**config.mk**
```make
export PLATFORM = sky130hd
export DESIGN_NAME = mul_div_unit_flat
export DESIGN_NICKNAME = d
export VERILOG_FILES = /design/src/rtl/mul_div_unit_if.sv /design/src/rtl/mul_div_unit.sv /design/src/flat_wrapper.sv
export SDC_FILE = /design/constraint.sdc
export NUM_CORES = 1
export LEC_CHECK = 0
export ABC_AREA = 1
export BUFFER_PORTS_ARGS = -buffer_cell sky130_fd_sc_hd__clkbuf_2
export CORE_UTILIZATION = 60
export DETAILED_ROUTE_END_ITERATION = 8
export PLACE_DENSITY_LB_ADDON = 0.25
export SLEW_MARGIN = 20
export SYNTH_ARGS = -nofsm -noshare
export SYNTH_HDL_FRONTEND = slang
export SYNTH_SLANG_ARGS = --single-unit
```
**constraint.sdc**
```tcl
create_clock -name clk -period 3.2 [get_ports clk]
set_input_delay 0.16 -clock clk [delete_from_list [all_inputs] [get_ports clk]]
set_output_delay 0.16 -clock clk [all_outputs]
set_load 0.05 [all_outputs]
```
**src/rtl/mul_div_unit_if.sv**
```systemverilog
// Request/response bundle between the execute-stage front end and the
// iterative multiply/divide unit. The master issues requests and the slave
// (the unit) returns busy/done and the register-file write-back fields.
interface mul_div_unit_if #(
  parameter int DATA_WIDTH    = 32,
  parameter int ADDRESS_WIDTH = 5
);
  logic                     start;
  logic [2:0]               funct3;
  logic [DATA_WIDTH-1:0]    op_a;
  logic [DATA_WIDTH-1:0]    op_b;
  logic [ADDRESS_WIDTH-1:0] rd_in;
  logic                     busy;
  logic                     done;
  logic [DATA_WIDTH-1:0]    result;
  logic [ADDRESS_WIDTH-1:0] rd_out;

  modport master (
    output start, funct3, op_a, op_b, rd_in,
    input  busy, done, result, rd_out
  );

  modport slave (
    input  start, funct3, op_a, op_b, rd_in,
    output busy, done, result, rd_out
  );
endinterface

```
**src/rtl/mul_div_unit.sv**
```systemverilog
// Iterative RV32M multiply/divide unit. One radix-2 step per cycle on operand
// magnitudes, followed by a single sign-fix cycle and a one-cycle done pulse
// that drives the register file write port. Latency is DATA_WIDTH+2 cycles
// from acceptance to done, identical for every op and every operand value.
module mul_div_unit #(
  parameter int DATA_WIDTH    = 32,
  parameter int ADDRESS_WIDTH = 5
) (
  input  logic           clk,
  input  logic           rst_n,
  mul_div_unit_if.slave  bus
);

  localparam int W     = DATA_WIDTH;
  localparam int CNT_W = $clog2(DATA_WIDTH);

  // funct3 codes whose rs1 / rs2 operand is interpreted as signed.
  // MUL is handled as unsigned because its low product word is sign-agnostic.
  // Bit index = funct3: MULH(1), MULHSU(2), DIV(4), REM(6) sign rs1;
  // MULH(1), DIV(4), REM(6) sign rs2.
  localparam logic [7:0] A_SIGNED_MASK = 8'b0101_0110;
  localparam logic [7:0] B_SIGNED_MASK = 8'b0101_0010;

  localparam logic [W-1:0] MIN_VAL = {1'b1, {(W-1){1'b0}}};

  typedef enum logic [1:0] {
    IDLE,
    CALC,
    FIX,
    DONE
  } state_t;

  // Control and output registers
  state_t                   state_reg;
  logic [CNT_W-1:0]         count_reg;
  logic                     busy_reg;
  logic                     done_reg;
  logic [W-1:0]             result_reg;
  logic [ADDRESS_WIDTH-1:0] rd_out_reg;

  // Operation context captured at acceptance
  logic [2:0]               op_reg;
  logic [ADDRESS_WIDTH-1:0] rd_latch_reg;
  logic [W-1:0]             a_mag_reg;     // multiplicand magnitude (mul only)
  logic [W-1:0]             b_mag_reg;     // divisor magnitude (div only)
  logic [W-1:0]             a_orig_reg;    // raw rs1, returned by REM/REMU on x/0
  logic                     a_neg_reg;
  logic                     b_neg_reg;
  logic                     div_zero_reg;
  logic                     ovf_reg;

  // Datapath state: 2W accumulator plus an operand shift register.
  // Multiply: acc high half is the running partial sum, low half collects the
  // product bits shifted out; opd holds the multiplier and shifts right.
  // Divide: acc high half is the partial remainder, low half collects quotient
  // bits; opd holds the dividend and shifts left, feeding one bit per step.
  logic [2*W-1:0]           acc_reg;
  logic [W-1:0]             opd_reg;

  // Acceptance-side decode of the incoming request
  logic                     a_signed_in;
  logic                     b_signed_in;
  logic                     a_neg_in;
  logic                     b_neg_in;
  logic [W-1:0]             a_mag_in;
  logic [W-1:0]             b_mag_in;
  logic                     ovf_in;

  // Per-cycle iteration results
  logic [W:0]               mul_sum;
  logic [2*W-1:0]           mul_acc_next;
  logic [W-1:0]             mul_opd_next;
  logic [W:0]               div_trial;
  logic [W+1:0]             div_diff;
  logic                     div_ok;
  logic [W-1:0]             div_rem;
  logic [2*W-1:0]           div_acc_next;
  logic [W-1:0]             div_opd_next;
  logic [2*W-1:0]           acc_next;
  logic [W-1:0]             opd_next;

  // Sign-fix stage
  logic [2*W-1:0]           prod_fixed;
  logic [W-1:0]             quot_fixed;
  logic [W-1:0]             rem_fixed;
  logic [W-1:0]             result_next;

  // Decode signedness, magnitudes and the signed-overflow case of a request
  always_comb begin
    a_signed_in = A_SIGNED_MASK[bus.funct3];
    b_signed_in = B_SIGNED_MASK[bus.funct3];
    a_neg_in    = a_signed_in & bus.op_a[W-1];
    b_neg_in    = b_signed_in & bus.op_b[W-1];
    a_mag_in    = a_neg_in ? -bus.op_a : bus.op_a;
    b_mag_in    = b_neg_in ? -bus.op_b : bus.op_b;
    ovf_in      = ((bus.funct3 == 3'b100) || (bus.funct3 == 3'b110)) &&
                  (bus.op_a == MIN_VAL) && (bus.op_b == {W{1'b1}});
  end

  // One shift-add (multiply) or restoring (divide) step on the magnitudes
  always_comb begin
    mul_sum      = {1'b0, acc_reg[2*W-1:W]} + (opd_reg[0] ? {1'b0, a_mag_reg} : {(W+1){1'b0}});
    mul_acc_next = {mul_sum, acc_reg[W-1:1]};
    mul_opd_next = {1'b0, opd_reg[W-1:1]};

    div_trial    = {acc_reg[2*W-1:W], opd_reg[W-1]};
    div_diff     = {1'b0, div_trial} - {2'b00, b_mag_reg};
    div_ok       = ~div_diff[W+1];
    div_rem      = div_ok ? div_diff[W-1:0] : div_trial[W-1:0];
    div_acc_next = {div_rem, acc_reg[W-2:0], div_ok};
    div_opd_next = {opd_reg[W-2:0], 1'b0};

    if (op_reg[2]) begin
      acc_next = div_acc_next;
      opd_next = div_opd_next;
    end else begin
      acc_next = mul_acc_next;
      opd_next = mul_opd_next;
    end
  end

  // Sign correction and final result selection, with x/0 and overflow overrides
  always_comb begin
    prod_fixed  = (a_neg_reg ^ b_neg_reg) ? -acc_reg : acc_reg;
    quot_fixed  = (a_neg_reg ^ b_neg_reg) ? -acc_reg[W-1:0] : acc_reg[W-1:0];
    rem_fixed   = a_neg_reg ? -acc_reg[2*W-1:W] : acc_reg[2*W-1:W];
    result_next = '0;
    case (op_reg)
      3'b000: result_next = prod_fixed[W-1:0];
      3'b001,
      3'b010,
      3'b011: result_next = prod_fixed[2*W-1:W];
      3'b100,
      3'b101: begin
        if (div_zero_reg)  result_next = {W{1'b1}};
        else if (ovf_reg)  result_next = MIN_VAL;
        else               result_next = quot_fixed;
      end
      default: begin
        if (div_zero_reg)  result_next = a_orig_reg;
        else if (ovf_reg)  result_next = '0;
        else               result_next = rem_fixed;
      end
    endcase
  end

  // Control FSM with registered busy/done/result/rd_out
  always_ff @(posedge clk) begin
    if (!rst_n) begin
      state_reg    <= IDLE;
      count_reg    <= '0;
      busy_reg     <= 1'b0;
      done_reg     <= 1'b0;
      result_reg   <= '0;
      rd_out_reg   <= '0;
      op_reg       <= '0;
      rd_latch_reg <= '0;
      a_mag_reg    <= '0;
      b_mag_reg    <= '0;
      a_orig_reg   <= '0;
      a_neg_reg    <= 1'b0;
      b_neg_reg    <= 1'b0;
      div_zero_reg <= 1'b0;
      ovf_reg      <= 1'b0;
      acc_reg      <= '0;
      opd_reg      <= '0;
    end else begin
      case (state_reg)
        IDLE: begin
          done_reg <= 1'b0;
          if (bus.start) begin
            op_reg       <= bus.funct3;
            rd_latch_reg <= bus.rd_in;
            a_mag_reg    <= a_mag_in;
            b_mag_reg    <= b_mag_in;
            a_orig_reg   <= bus.op_a;
            a_neg_reg    <= a_neg_in;
            b_neg_reg    <= b_neg_in;
            div_zero_reg <= (bus.op_b == '0);
            ovf_reg      <= ovf_in;
            acc_reg      <= '0;
            opd_reg      <= bus.funct3[2] ? a_mag_in : b_mag_in;
            count_reg    <= '0;
            busy_reg     <= 1'b1;
            state_reg    <= CALC;
          end
        end
        CALC: begin
          acc_reg   <= acc_next;
          opd_reg   <= opd_next;
          count_reg <= count_reg + CNT_W'(1);
          if (count_reg == CNT_W'(W-1)) begin
            state_reg <= FIX;
          end
        end
        FIX: begin
          result_reg <= result_next;
          rd_out_reg <= rd_latch_reg;
          done_reg   <= 1'b1;
          state_reg  <= DONE;
        end
        DONE: begin
          done_reg  <= 1'b0;
          busy_reg  <= 1'b0;
          count_reg <= '0;
          state_reg <= IDLE;
        end
        default: begin
          done_reg  <= 1'b0;
          busy_reg  <= 1'b0;
          state_reg <= IDLE;
        end
      endcase
    end
  end

  assign bus.busy   = busy_reg;
  assign bus.done   = done_reg;
  assign bus.result = result_reg;
  assign bus.rd_out = rd_out_reg;

endmodule

```
**src/flat_wrapper.sv**
```systemverilog
// flat-port wrapper written by rule: the top's interface ports become plain ports
module mul_div_unit_flat 
#(
  parameter int DATA_WIDTH    = 32,
  parameter int ADDRESS_WIDTH = 5
)
  (clk, rst_n, bus_start, bus_funct3, bus_op_a, bus_op_b, bus_rd_in, bus_busy, bus_done, bus_result, bus_rd_out);
  mul_div_unit_if #(.DATA_WIDTH(DATA_WIDTH), .ADDRESS_WIDTH(ADDRESS_WIDTH)) bus_i ();
  input  logic clk;
  input  logic rst_n;
  input wire logic [$bits(bus_i.start)-1:0] bus_start;
  input wire logic [$bits(bus_i.funct3)-1:0] bus_funct3;
  input wire logic [$bits(bus_i.op_a)-1:0] bus_op_a;
  input wire logic [$bits(bus_i.op_b)-1:0] bus_op_b;
  input wire logic [$bits(bus_i.rd_in)-1:0] bus_rd_in;
  output wire logic [$bits(bus_i.busy)-1:0] bus_busy;
  output wire logic [$bits(bus_i.done)-1:0] bus_done;
  output wire logic [$bits(bus_i.result)-1:0] bus_result;
  output wire logic [$bits(bus_i.rd_out)-1:0] bus_rd_out;
  assign bus_i.start = bus_start;
  assign bus_i.funct3 = bus_funct3;
  assign bus_i.op_a = bus_op_a;
  assign bus_i.op_b = bus_op_b;
  assign bus_i.rd_in = bus_rd_in;
  assign bus_busy = bus_i.busy;
  assign bus_done = bus_i.done;
  assign bus_result = bus_i.result;
  assign bus_rd_out = bus_i.rd_out;
  mul_div_unit #(.DATA_WIDTH(DATA_WIDTH), .ADDRESS_WIDTH(ADDRESS_WIDTH)) u_core (.clk(clk), .rst_n(rst_n), .bus(bus_i));
endmodule
```
==> metrics.md <==
| Metric | Value |
|---|---|
| Outcome | complete, no violations |
| CTS buffer count | 27 |
| Syn_nets | 4,045 |
| CTS resizes | 0 |
| Final Hold Fails | 0 |
| Net Sw Frac | 0.512 |
| Worst Hold Class | in2reg |
| CP arrival | between 3 and 4 ns |
| Pre-CTS setup slack | a little under 0.4 ns |
| Worst Tran Pin Value | 0.785 ns |
| Core Rows | 69 |
| Vias in the first global route | 22.7k |
| H-tree depth | 1 |
| Max reg flops | 64 |
| Vias per inst | 5.88 |
| Routability cong. | 1.12 |
| CTS sink cnt | 249 |
| Leakage | 12.8 nW |
| PD cells | 701 nW/um^2 |
| # fillers | approximately 3.5k |
| Synth top area cells | dfxtp_1, nand2_1, inv_1 |
| Initial Util | 0.612 |
| Slowest Stage Delay on Critical Path | roughly 0.69 ns |
| Average size of a mapped cell | 5.61 sq um |
| Maximum vdd drop | between 0.6 and 0.7 mV |
| Port buffer count | 113 |
| Post-CTS Setup Bufs | 0 |
| First-pass GRT wire length | 130,000 um |
| Clk pin slew, worst setup/hold paths | ~0.070 ns |
| Die area | 37,100 sq um |
| Die width | 193 um |
| Max-cap violations | 0 |
| Final setup fails | 0 |
| Peak fanout along the critical path | 11 |
| Final setup TNS | 0 ns |
| Mapped cell area | approximately 22,000 sq um |
| Seq pwr share | 0.268 |
| Hpwl dp | 67,500 um |
| Inserted Diodes | 0 |
| Pint | 0.00827 W |
| Cells after synthesis | 3,889 |
| Commonest non-fill, non-tap cell in the layout | nand2_1 |
| Gate power share | 0.542 |
| Worst setup EP type | flip-flop |
| Synth top area share | 0.228 |
| Leading area contributor after synthesis | dfxtp_1 |
| Critical-path cell list | nand2_1 > inv_1 > ha_1 > inv_1 > fa_1 > inv_1 > nand3_1 > nand3_1 > nand2_1 > nand2_1 > nand2_1 > nand2_1 > nand2_1 > nand3_1 > nand3_1 > nor2_1 > nor2_1 > nor2_1 |
| Final wirelength | 87,000 um |
| Placed insts | 4,368 |
| Period minus WS final | 2.95 ns |
| Fmax achieved | 339 MHz |
| Max clock buf depth | 3 |
| Switching pwr | approximately 0.0087 W |
| Period utilization | 0.922 |
| Vias | between 20k and 30k |
| Final Core Density | 0.679 |
| GRT Total Usage | 0.458 |
| Sequential share of the synthesized area | 0.228 |
| Required time worst endpoint | between 3 and 4 ns |
| Crit start category | flip-flop |
| Most frequent CP cell | nand2_1 |
| Final WS setup | approximately 0.25 ns |
| Grt ovf | 0 |
| Area Growth Syn to Fin | 10.9% |
| Most frequent cells in the layout | nand2_1, inv_1, nor2_1 |
| Clock Latency Late Sink | roughly 0.60 ns |
| Initial antenna violation count | 0 |
| RSZ-0062 raised after global routing | false |
| WL/cell | 19.5 um |
| Setup CP Type | reg2reg |
| Synth warn | 0 |
| Slowest-stage cell, CP | dfxtp_1 |
| Post-Layout Cell Count | ~4.5k |
| Clk_skew | 0.0177 ns |
| Clk network pwr share | 0.190 |
| CTS tree | yes |
| DRT Pass-1 Iters | 9 |
| Worst hold slack | 0.0227 ns |
| Ratio of cells with drive above 1 in the final layout | 0.0748 |
| Residual DRC count | 0 |
| Area of the core | approximately 36,000 sq um |
| CTS root buf | clkbuf_16 |
| Crit-path leading delay family | simple AND/OR/NAND/NOR gates |
| Final #Nets | roughly 4.1k |
| Die Y | 193 um |
| Largest net degree at the start of global routing | 80 |
| Max Transition Viols Final | 0 |
| Flop and latch count out of synthesis | between 200 and 250 |
| Drt first-iter violations | 3,483 |
| Antenna-violating nets left | 0 |
| # IOs | 114 |
| WP buf/inv | 3 |
| Yosys cell types | 53 |
| Worst slew margin | 0.477 |
cells in the mapped netlist, drive strengths merged:
library cell and number:
a22oi 2, a21o 1, a211oi 2, nor2 426, o31ai 1, o21a 2
a311oi 1, and3 1, ha 79, o22a 2, or2 7, inv 583
nand3b 19, xor2 49, xnor2 19, clkinv 3, a31o 1, and2 9
o211ai 55, nor3 31, nor4 11, nand2 1163, o21ai 289, a31oi 10
fa 2, nand3 359, buf 41, nand4 51, o21bai 7, a21oi 303
clkbuf 111, dfxtp 249
path summary, 6_finish.rpt:
path,slack [ns],to,cells after the start,start
worst min register to register,0.47,u_core.bus.result[28],2,u_core.bus.result[28]
worst min-delay path,0.02,u_core.b_mag_reg[18],5,bus_op_b[18]
worst max-delay path,0.25,u_core.acc_reg[63],18,u_core.opd_reg[0]
worst max register to register,0.25,u_core.acc_reg[63],18,u_core.opd_reg[0]
worst min-delay path, delay by kind of cell:
family,cells,cell delay [ns]
compound gates,1,0.08
buf+inv,2,0.19
simple gates,2,0.15
area by class of cell:
| type | instances | area [sq um] | share of cell area |
|---|---|---|---|
| clock buffer | 32 | 724 | 0.0299 |
| clock inverter | 16 | 165 | 0.00683 |
| inverter | 586 | 2210 | 0.0913 |
| multi-input combinational | 2902 | 14000 | 0.580 |
| sequential | 249 | 4990 | 0.206 |
| tap | 461 | 577 | 0.0238 |
| timing repair buffer | 215 | 1510 | 0.0624 |
power by group through the flow:
stage	combinational [W]	sequential, W	clock (W)
floorplan	0.00616	0.00445	0
global placement	0.00868	0.00450	0
detailed placement	0.00874	0.00451	0
CTS	0.00883	0.00445	0.00322
global route	0.00994	0.00456	0.00334
finish	0.00919	0.00454	0.00323
what timing repair did:
action / 4_1_cts / 5_1_grt
endpoints found under the hold margin: 47 / 0
endpoints found under the setup margin: 0 / 0
hold buffers: 45 / 0
layer usage:
metal	track usage	up-vias	part of all wire
met5	0	-	0
met4	0.248	0	0.062
met3	0.0951	289	0.13
met2	0.664	1648	0.40
met1	0.629	11700	0.41
li1	-	12600	-
cell families (layout without fill, tap and decap cells):
logic type,after synthesis,in the layout,synth area share
adders and majority gates,81,81,0.0471
DFF,249,249,0.228
AOI/OAI and AO/OA,676,676,0.166
buffers and inverters,738,849,0.130
xor gates and xnor gates,68,68,0.0273
and+or+nand+nor,2077,2077,0.401
per-stage QoR:
stage               power [W]  area (sq um)
finish                 0.0170         24200
global route           0.0178         24200
CTS                    0.0165         24200
detailed placement     0.0132         22900
global placement       0.0132         22900
floorplan              0.0106         21800
Power figures use the tool's default switching activity.
